**config.mk**
```make
export PLATFORM = sky130hd
export DESIGN_NAME = hamming_secded_core
export DESIGN_NICKNAME = d
export VERILOG_FILES = /design/src/rtl/hamming_secded_core.sv
export SDC_FILE = /design/constraint.sdc
export NUM_CORES = 1
export LEC_CHECK = 0
export CAP_MARGIN = 20
export CORE_ASPECT_RATIO = 0.9
export CORE_MARGIN = 2
export CORE_UTILIZATION = 45
export CTS_CLUSTER_DIAMETER = 80
export DETAILED_ROUTE_END_ITERATION = 7
export MAX_ROUTING_LAYER = met4
export PLACE_DENSITY = 0.74
export SLEW_MARGIN = 20
export SYNTH_ARGS = -nofsm -noshare
export SYNTH_HDL_FRONTEND = slang
export SYNTH_SLANG_ARGS = --single-unit
export TNS_END_PERCENT = 10
```
**constraint.sdc**
```tcl
create_clock -name clk -period 2.92 [get_ports clk]
set_input_delay 0.292 -clock clk [delete_from_list [all_inputs] [get_ports clk]]
set_output_delay 0.292 -clock clk [all_outputs]
set_load 0.1 [all_outputs]
```
**src/rtl/hamming_secded_core.sv**
```systemverilog
// SECDED (extended Hamming) encode/decode endpoint for the network core.
//
// TX path: {data, addr} from the generator is encoded into {codeword, addr} and held in a
// single output register (1-cycle latency, full throughput).
// RX path: {codeword, addr} from the router passes through a two-stage pipeline. S1 holds the
// packet with its syndrome and overall parity; S2 holds the corrected {data, addr} and flags.
// Single-bit errors are corrected, double-bit errors are flagged and passed through uncorrected.
//
// Ports:
//   clk, rst_n                         clock, asynchronous active-low reset
//   tx_in_valid/ready/data             generator word {data, addr}
//   tx_out_valid/ready/pkt             encoded packet {codeword, addr}
//   rx_in_valid/ready/pkt              received packet {codeword, addr}
//   rx_out_valid/ready/data/sgl/dbl    decoded word and error flags
//   cnt_clr                            synchronous clear of both error counters
//   sgl_cnt, dbl_cnt                   saturating corrected/uncorrectable error counters
//
// Codeword: bit i-1 holds Hamming position i (1..CW_W-1); powers of two are parity, the rest
// carry data[0..DATA_W-1] ascending. The MSB makes the whole codeword even parity.
module hamming_secded_core #(
  parameter int unsigned DATA_W  = 4,
  parameter int unsigned ADDR_W  = 4,
  parameter int unsigned COUNT_W = 8,
  // Smallest R with 2^R >= DATA_W + R + 1 (valid for DATA_W up to 247).
  localparam int unsigned R = (DATA_W <= 1)  ? 2 :
                              (DATA_W <= 4)  ? 3 :
                              (DATA_W <= 11) ? 4 :
                              (DATA_W <= 26) ? 5 :
                              (DATA_W <= 57) ? 6 :
                              (DATA_W <= 120) ? 7 : 8,
  localparam int unsigned CW_W  = DATA_W + R + 1,
  localparam int unsigned PKT_W = CW_W + ADDR_W,
  localparam int unsigned IN_W  = DATA_W + ADDR_W
) (
  input  logic               clk,
  input  logic               rst_n,
  // TX path
  input  logic               tx_in_valid,
  output logic               tx_in_ready,
  input  logic [IN_W-1:0]    tx_in_data,
  output logic               tx_out_valid,
  input  logic               tx_out_ready,
  output logic [PKT_W-1:0]   tx_out_pkt,
  // RX path
  input  logic               rx_in_valid,
  output logic               rx_in_ready,
  input  logic [PKT_W-1:0]   rx_in_pkt,
  output logic               rx_out_valid,
  input  logic               rx_out_ready,
  output logic [IN_W-1:0]    rx_out_data,
  output logic               rx_out_sgl,
  output logic               rx_out_dbl,
  // Error counters
  input  logic               cnt_clr,
  output logic [COUNT_W-1:0] sgl_cnt,
  output logic [COUNT_W-1:0] dbl_cnt
);

  // ---------------------------------------------------------------------------------------------
  // Codeword helpers
  // ---------------------------------------------------------------------------------------------
  function automatic logic [CW_W-1:0] encode(input logic [DATA_W-1:0] d);
    logic [CW_W-1:0] cw;
    int unsigned     j;
    logic            p;
    cw = '0;
    j  = 0;
    for (int unsigned i = 1; i < CW_W; i++) begin
      if ((i & (i - 1)) != 0) begin
        cw[i-1] = d[j];
        j++;
      end
    end
    // Parity positions are still zero here, so they do not disturb each other's sums.
    for (int unsigned k = 0; k < R; k++) begin
      p = 1'b0;
      for (int unsigned i = 1; i < CW_W; i++) begin
        if (((i >> k) & 1) != 0) p ^= cw[i-1];
      end
      cw[(1 << k) - 1] = p;
    end
    cw[CW_W-1] = ^cw[CW_W-2:0];
    return cw;
  endfunction

  // Syndrome as the XOR of the positions of all set bits; zero for a valid codeword.
  function automatic logic [R-1:0] syndrome(input logic [CW_W-1:0] cw);
    logic [R-1:0] s;
    s = '0;
    for (int unsigned i = 1; i < CW_W; i++) begin
      if (cw[i-1]) s ^= i[R-1:0];
    end
    return s;
  endfunction

  function automatic logic [DATA_W-1:0] extract(input logic [CW_W-1:0] cw);
    logic [DATA_W-1:0] d;
    int unsigned       j;
    d = '0;
    j = 0;
    for (int unsigned i = 1; i < CW_W; i++) begin
      if ((i & (i - 1)) != 0) begin
        d[j] = cw[i-1];
        j++;
      end
    end
    return d;
  endfunction

  // ---------------------------------------------------------------------------------------------
  // TX path: one output register
  // ---------------------------------------------------------------------------------------------
  logic             tx_valid_q, tx_valid_d;
  logic [PKT_W-1:0] tx_pkt_q, tx_pkt_d;
  logic             tx_accept;

  assign tx_in_ready = !tx_valid_q || tx_out_ready;
  assign tx_accept   = tx_in_valid && tx_in_ready;

  always_comb begin
    tx_valid_d = tx_valid_q;
    tx_pkt_d   = tx_pkt_q;
    if (tx_accept) begin
      tx_valid_d = 1'b1;
      tx_pkt_d   = {encode(tx_in_data[IN_W-1:ADDR_W]), tx_in_data[ADDR_W-1:0]};
    end else if (tx_out_ready) begin
      tx_valid_d = 1'b0;
    end
  end

  always_ff @(posedge clk or negedge rst_n) begin
    if (!rst_n) begin
      tx_valid_q <= 1'b0;
      tx_pkt_q   <= '0;
    end else begin
      tx_valid_q <= tx_valid_d;
      tx_pkt_q   <= tx_pkt_d;
    end
  end

  assign tx_out_valid = tx_valid_q;
  assign tx_out_pkt   = tx_pkt_q;

  // ---------------------------------------------------------------------------------------------
  // RX path: S1 (packet + syndrome + parity), S2 (corrected word + flags)
  // ---------------------------------------------------------------------------------------------
  logic             s1_valid_q, s1_valid_d;
  logic [PKT_W-1:0] s1_pkt_q, s1_pkt_d;
  logic [R-1:0]     s1_syn_q, s1_syn_d;
  logic             s1_par_q, s1_par_d;

  logic             s2_valid_q, s2_valid_d;
  logic [IN_W-1:0]  s2_data_q, s2_data_d;
  logic             s2_sgl_q, s2_sgl_d;
  logic             s2_dbl_q, s2_dbl_d;

  logic             s2_load, rx_accept, rx_out_fire;
  logic [CW_W-1:0]  s1_cw, dec_cw;
  logic             dec_sgl, dec_dbl;

  assign s2_load     = s1_valid_q && (!s2_valid_q || rx_out_ready);
  assign rx_in_ready = !s1_valid_q || s2_load;
  assign rx_accept   = rx_in_valid && rx_in_ready;
  assign rx_out_fire = s2_valid_q && rx_out_ready;
  assign s1_cw       = s1_pkt_q[PKT_W-1:ADDR_W];

  always_comb begin
    s1_valid_d = s1_valid_q;
    s1_pkt_d   = s1_pkt_q;
    s1_syn_d   = s1_syn_q;
    s1_par_d   = s1_par_q;
    if (rx_accept) begin
      s1_valid_d = 1'b1;
      s1_pkt_d   = rx_in_pkt;
      s1_syn_d   = syndrome(rx_in_pkt[PKT_W-1:ADDR_W]);
      s1_par_d   = ^rx_in_pkt[PKT_W-1:ADDR_W];
    end else if (s2_load) begin
      s1_valid_d = 1'b0;
    end
  end

  // Correction decision from the S1 syndrome (S) and overall parity (P).
  always_comb begin
    dec_cw  = s1_cw;
    dec_sgl = 1'b0;
    dec_dbl = 1'b0;
    if (s1_syn_q == '0) begin
      // Only the overall parity bit can be wrong; data is intact.
      dec_sgl = s1_par_q;
    end else if (!s1_par_q) begin
      dec_dbl = 1'b1;
    end else if (32'(s1_syn_q) >= CW_W) begin
      // Syndrome points outside the codeword: more than one bit must be bad.
      dec_dbl = 1'b1;
    end else begin
      dec_sgl = 1'b1;
      for (int unsigned i = 0; i < CW_W - 1; i++) begin
        if (i + 1 == 32'(s1_syn_q)) dec_cw[i] = ~s1_cw[i];
      end
    end
  end

  always_comb begin
    s2_valid_d = s2_valid_q;
    s2_data_d  = s2_data_q;
    s2_sgl_d   = s2_sgl_q;
    s2_dbl_d   = s2_dbl_q;
    if (s2_load) begin
      s2_valid_d = 1'b1;
      s2_data_d  = {extract(dec_cw), s1_pkt_q[ADDR_W-1:0]};
      s2_sgl_d   = dec_sgl;
      s2_dbl_d   = dec_dbl;
    end else if (rx_out_ready) begin
      s2_valid_d = 1'b0;
    end
  end

  always_ff @(posedge clk or negedge rst_n) begin
    if (!rst_n) begin
      s1_valid_q <= 1'b0;
      s1_pkt_q   <= '0;
      s1_syn_q   <= '0;
      s1_par_q   <= 1'b0;
      s2_valid_q <= 1'b0;
      s2_data_q  <= '0;
      s2_sgl_q   <= 1'b0;
      s2_dbl_q   <= 1'b0;
    end else begin
      s1_valid_q <= s1_valid_d;
      s1_pkt_q   <= s1_pkt_d;
      s1_syn_q   <= s1_syn_d;
      s1_par_q   <= s1_par_d;
      s2_valid_q <= s2_valid_d;
      s2_data_q  <= s2_data_d;
      s2_sgl_q   <= s2_sgl_d;
      s2_dbl_q   <= s2_dbl_d;
    end
  end

  assign rx_out_valid = s2_valid_q;
  assign rx_out_data  = s2_data_q;
  assign rx_out_sgl   = s2_sgl_q;
  assign rx_out_dbl   = s2_dbl_q;

  // ---------------------------------------------------------------------------------------------
  // Saturating error counters, counted when the bucket takes the word
  // ---------------------------------------------------------------------------------------------
  logic [COUNT_W-1:0] sgl_cnt_q, sgl_cnt_d;
  logic [COUNT_W-1:0] dbl_cnt_q, dbl_cnt_d;

  always_comb begin
    sgl_cnt_d = sgl_cnt_q;
    dbl_cnt_d = dbl_cnt_q;
    if (cnt_clr) begin
      sgl_cnt_d = '0;
      dbl_cnt_d = '0;
    end else if (rx_out_fire) begin
      if (s2_sgl_q && (sgl_cnt_q != '1)) sgl_cnt_d = sgl_cnt_q + COUNT_W'(1);
      if (s2_dbl_q && (dbl_cnt_q != '1)) dbl_cnt_d = dbl_cnt_q + COUNT_W'(1);
    end
  end

  always_ff @(posedge clk or negedge rst_n) begin
    if (!rst_n) begin
      sgl_cnt_q <= '0;
      dbl_cnt_q <= '0;
    end else begin
      sgl_cnt_q <= sgl_cnt_d;
      dbl_cnt_q <= dbl_cnt_d;
    end
  end

  assign sgl_cnt = sgl_cnt_q;
  assign dbl_cnt = dbl_cnt_q;

endmodule
```
# Yosys cells after proc, flatten, opt, wreduce, memory -nomap -nowiden

Cells that the tools add are included.

Memories: 0
ROM bits: 0
Bits in writable memories: 0
Bits in registers: 56
Bits in latches: 0

Reductions and logical operators: 26
Shift operators: 0
Equal/unequal tests: 9
Multiply operators: 0
Mux-type cells: 75
Divide/modulo/power cells: 0
Bitwise logic cells: 21
Add/sub/neg operators: 6
Magnitude comparators: 9

Operator list:

| kind                    | count |
|---|---|
| $lt A32 B3 Y1 const B   | 6 |
| $mux W32                | 6 |
| $add A32 B1 Y32 const B | 4 |
| $ge A32 B1 Y1 const B   | 3 |
| $mux W8                 | 6 |
| $mux W1                 | 38 |
| $mux W3                 | 10 |
| $add A8 B1 Y8 const B   | 2 |
| $ne A8 B8 Y1 const B    | 2 |
| $mux W7                 | 2 |
| $bwmux W4               | 3 |
| $eq A3 B3 Y1 const A    | 4 |
| $reduce_bool A2 Y1      | 6 |
| $logic_and A1 B1 Y1     | 9 |
| $not A1 Y1              | 9 |
| $mux W4                 | 2 |
| $reduce_xor A8 Y1       | 1 |
| $xor A1 B1 Y1           | 8 |
| $reduce_xor A7 Y1       | 1 |
| $bmux W1 S2             | 3 |
| $demux W1 S2            | 3 |
| $eq A2 B3 Y1 const A    | 2 |
| $not A2 Y2              | 3 |
| $mux W2                 | 2 |
| 6 further kinds         | 11 |

# Depth between registers and ports, before layout

Depth in word-level cells: 23
Mapped depth: 6
Gate-level depth less buffers: 5

# Least setup slack after synthesis

OpenSTA, ideal clock, no wires.

Path kind: reg2reg
Start point: reg s2_valid_q, in the netlist rx_out_valid
End point: reg s1_pkt_q[10]
Stages on the path, launching flop included: 5
Slack: -0.284 ns
Required time: 2.795 ns
Data arrival time: 3.079 ns
Path buffers: 1
Setup time: 0.125 ns
Cells stage by stage: dfrtp_1 > nand3b_1 > nand2_1 > buf_2 > mux2_2

Longest elaborated chain between the ends: 5

RTL lines:

| what                     | RTL line | text |
|---|---|---|
| start: declaration       | 152      | `logic s2_valid_q, s2_valid_d;` |
| start signal: assignment | 233      | `s2_valid_q <= s2_valid_d;` |
| $logic_not A1 Y1         | 161      | `assign s2_load = s1_valid_q && (!s2_valid_q \|\| rx_out_ready);` |
| $logic_or A1 B1 Y1       | 161      |  |
| $logic_and A1 B1 Y1      | 161      |  |
| $logic_or A1 B1 Y1       | 162      | `assign rx_in_ready = !s1_valid_q \|\| s2_load;` |
| net rx_in_ready          | 46       | `output logic rx_in_ready,` |
| $logic_and A1 B1 Y1      | 163      | `assign rx_accept = rx_in_valid && rx_in_ready;` |
| end signal: assignment   | 230      | `s1_pkt_q <= s1_pkt_d;` |
| end: declaration         | 148      | `logic [PKT_W-1:0] s1_pkt_q, s1_pkt_d;` |

The timed path passes the listed nets, and every way through them passes these cells.
A chain may end at the register's enable or synchronous reset.

# Worst setup path after layout

Start point: reg dbl_cnt_q[0], in the netlist dbl_cnt[0]
End point: reg dbl_cnt_q[7], in the netlist dbl_cnt[7]

Longest elaborated chain between the ends: 4

RTL lines:

| what                                                  | RTL line | text |
|---|---|---|
| start: declaration                                    | 249      | `logic [COUNT_W-1:0] dbl_cnt_q, dbl_cnt_d;` |
| start signal: assignment                              | 269      | `dbl_cnt_q <= dbl_cnt_d;` |
| $add A8 B1 Y8 / $ne A8 B8 Y1 (equally long branches)  | 259      | `if (s2_dbl_q && (dbl_cnt_q != '1)) dbl_cnt_d = dbl_cnt_q + COUNT_W'(1);` |
| $mux W8 / $logic_and A1 B1 Y1 (equally long branches) | 259      |  |
| $mux W8 / $reduce_bool A2 Y1 (equally long branches)  | n/a      |  |
| $mux W8 / $reduce_and A2 Y1 (equally long branches)   | n/a      |  |

Parallel ways exist; a longest one is shown, timed or not. The select of a mux whose other input is x is not followed.

==> flow_summary_export.csv <==
group,metric,value,unit
sta,fin_crit_sh,0.632,
synthesis,synth_area,2400,um^2
synthesis,synth_top_family_by_area,"simple AND/OR/NAND/NOR gates",
worst_setup_path,crit_buf_inv,0,
drt,drc,0,
synthesis,syn_nets,238,
sta,finalSetupTns,0,ns
synthesis,avgSynthCellArea,11.5,um^2
drt,firstDrtPassIters,4,
floorplan,start_util,0.463,
clock_network,clock-sinks,53,
clock_network,cts.root.buffer_cell,"clkbuf_8",
power,powerDensity,743,nW/um^2
worst_setup_path,critical_path.cell_chain,"ha_1, nand4_1, o211ai_1, or4_1, a21oi_1",
drt,routed_via_density,5.22,
synthesis,syn_inst,209,
synthesis,synth_cell_type_count,33,
worst_setup_path,cp_top_family,"simple AND/OR/NAND/NOR gates",
final_layout,stdcell_area,3150,um^2
synthesis,yosys.area.top_type,"dfrtp_1",
synthesis,synth_seq_area_share,0.552,
place,io_buffers,68,
synthesis,synth_compound_area_frac,0.0974,
global_routing,grt_pass1_vias,1635,
sta,max_slew_margin,0.466,
floorplan,die-height,73.3,um
worst_setup_path,critPathMaxFanout,6,
clock_network,cts.clk_slew.worst_paths,0.09,ns
floorplan,die_w,81.0,um
sta,drv_slew,0,
clock_network,cts_resized,0,
worst_setup_path,startpoint,"dbl_cnt[0]$_DFFE_PN0P_",
synthesis,yosys-top-cells-area,"dfrtp_1, mux2_2, xnor2_1",
power,p_leak,1.34,nW
clock_network,insertion_delay,0.30,ns
floorplan,row_count,25,
drt,ant_nets,0,
worst_setup_path,reg2reg_from,"dbl_cnt[0]$_DFFE_PN0P_",
worst_setup_path,arrival,2.07,ns
worst_setup_path,crit_path_top_delay_cell,"or4_1",
sta,rsz0062_at_grt,"false",
clock_network,htreeDepth,2,
worst_setup_path,end_kind,"flop",
synthesis,synthFlopType,"dfrtp_1",
worst_setup_path,start_kind,"flop",
final_layout,antennaDiodeCount,0,
min_path,hold_path_class,"in -> async",
floorplan,die-area,5940,um^2
sta,worstMarginPinSlew,0.799,ns
power,power,0.00234,W
synthesis,yosysWarnings,0,
sta,setup_viol,0,
sta,postLayoutSetupSlackWorst,1.07,ns
final_layout,syn_to_final_growth,31.0,%
worst_setup_path,slowest_delay,0.50,ns
final_layout,final_nets,310,
power,ir_drop,0.357,mV
floorplan,ios,69,
synthesis,synth_edf_count,0,
clock_network,cts_tree,"built",
global_routing,overflow,0,
final_layout,drive_gt1_frac,0.278,
global_routing,grt_antenna_before_repair,0,
place,gp_congestion,0.792,
global_routing,grt_pass1_wl,7.45,mm
sta,period_needed,1.85,ns
synthesis,synth.most_common_cell,"dfrtp_1",
synthesis,synth_xor_area_frac,0.0839,
run_status,status,"complete, no violations",
synthesis,synthArstFlopShare,1.00,
synthesis,synthMuxAreaShare,0.111,
worst_setup_path,required,3.14,ns
drt,vias,1817,
place,dpl-instance-area,3050,um^2
drt,drt_iter0_drc,86,
drt,wl_per_cell,13.3,um
flow_run,maxCapViolCount,0,
synthesis,synthDominantCellAreaShare,0.552,
place,dp_hpwl,3.49,mm
place,dp_slack,0.811,ns
sta,fmax,542,MHz
global_routing,grt_max_degree,20,
synthesis,synth_fa_ha_area_frac,0.0104,
synthesis,synth-simple-area-share,0.128,
worst_setup_path,path_class,"reg -> reg",
floorplan,core_area,5190,um^2
clock_network,numCtsBuffers,5,
sta,hold_viol_final,0,
sta,finalClockSkew,0.00716,ns
global_routing,grt.total_usage,0.168,
synthesis,synthTopCellsByCount,"dfrtp_1, mux2_2, nand2_1",
clock_network,clockBufferDepth,2,
drt,drt_wl_total,4.64,mm
synthesis,synth-seq-cells,53,
==> stage by stage <==
step	hold slack [ns]	util	cells
floorplan	-0.00359	-	209
global placement	0.248	0.587	340
detailed placement	0.246	0.587	340
CTS	0.445	0.606	348
global route	0.459	0.606	348
finish	0.445	0.606	348
==> final cells by class <==
| cell class | instances | area (um^2) |
|---|---|---|
| Clock inverter | 1 | 7.51 |
| Timing Repair Buffer | 71 | 596 |
| Fill cell | 464 | 2050 |
| Sequential cell | 53 | 1330 |
| Multi-Input combinational cell | 146 | 1030 |
| Inverter | 4 | 15.0 |
| Tap cell | 67 | 83.8 |
| Clock buffer | 6 | 82.6 |
==> flip-flops by register name, indices dropped and copies added (netlist names) <==
signal,count
s1_par_q,1
dbl_cnt,8
s1_syn_q,3
rx_out_dbl,1
rx_out_data,8
tx_out_pkt,12
rx_out_valid,1
s1_valid_q,1
rx_out_sgl,1
tx_out_valid,1
s1_pkt_q,8
sgl_cnt,8
==> worst paths after layout <==
path | to | slack, ns | cells after the start
max in group asynchronous | rx_out_valid$_DFFE_PN0P_ | 1.88 | 3
max | dbl_cnt[7]$_DFFE_PN0P_ | 1.07 | 5
min in group clk | rx_out_valid$_DFFE_PN0P_ | 0.49 | 1
min reg2reg | rx_out_valid$_DFFE_PN0P_ | 0.49 | 1
max reg2reg | dbl_cnt[7]$_DFFE_PN0P_ | 1.07 | 5
min | sgl_cnt[7]$_DFFE_PN0P_ | 0.45 | 2
==> cells by family after synthesis <==
group / after synthesis
adder cells (fa/ha/maj): 2
AO/OA/AOI/OAI: 39
multiplexers: 24
buffers and inverters: 10
XOR/XNOR: 23
flip-flops: 53
AND/OR/NAND/NOR: 58
==> power breakdown <==
part,total [W],leakage [nW],internal [W],switching (W)
Sequential,0.000928,0.659,0.000842,0.0000857
Combinational,0.000993,0.641,0.000247,0.000746
Clock,0.000418,0.0433,0.000188,0.000231
Total,0.00234,1.34,0.00128,0.00106
==> cells in the final DEF (no fill, tap or decap), types with 2 or more instances in the layout <==
master / instances
nand2b_1: 4
nand4_1: 4
nand2_1: 19
mux2_2: 22
clkdlybuf4s50_1: 25
o31ai_1: 6
or3_1: 4
inv_1: 4
buf_4: 44
or4_1: 5
mux2i_1: 2
nand4b_1: 3
a21oi_1: 9
ha_1: 2
nor2_1: 8
clkbuf_8: 6
o21ai_0: 16
dfrtp_1: 52
xor2_1: 10
xnor2_1: 13
a211oi_1: 2
nand3_1: 6
==> metal layers <==
layer  global-route usage  vias up  wire length [um]
met5                    -        -                 0
met4               0.0584        0                53
met3               0.0393        4               209
met2                0.273       46              2350
met1                0.208      880              2020
li1                     -      887                 -
==> repair_timing <==
item | 4_1_cts | 5_1_grt
buffers inserted | 0 | 0
endpoints found under the setup margin | 0 | 0
hold buffers | 1 | 0
hold endpoints to repair | 16 | 0
Power figures use the tool's default switching activity.
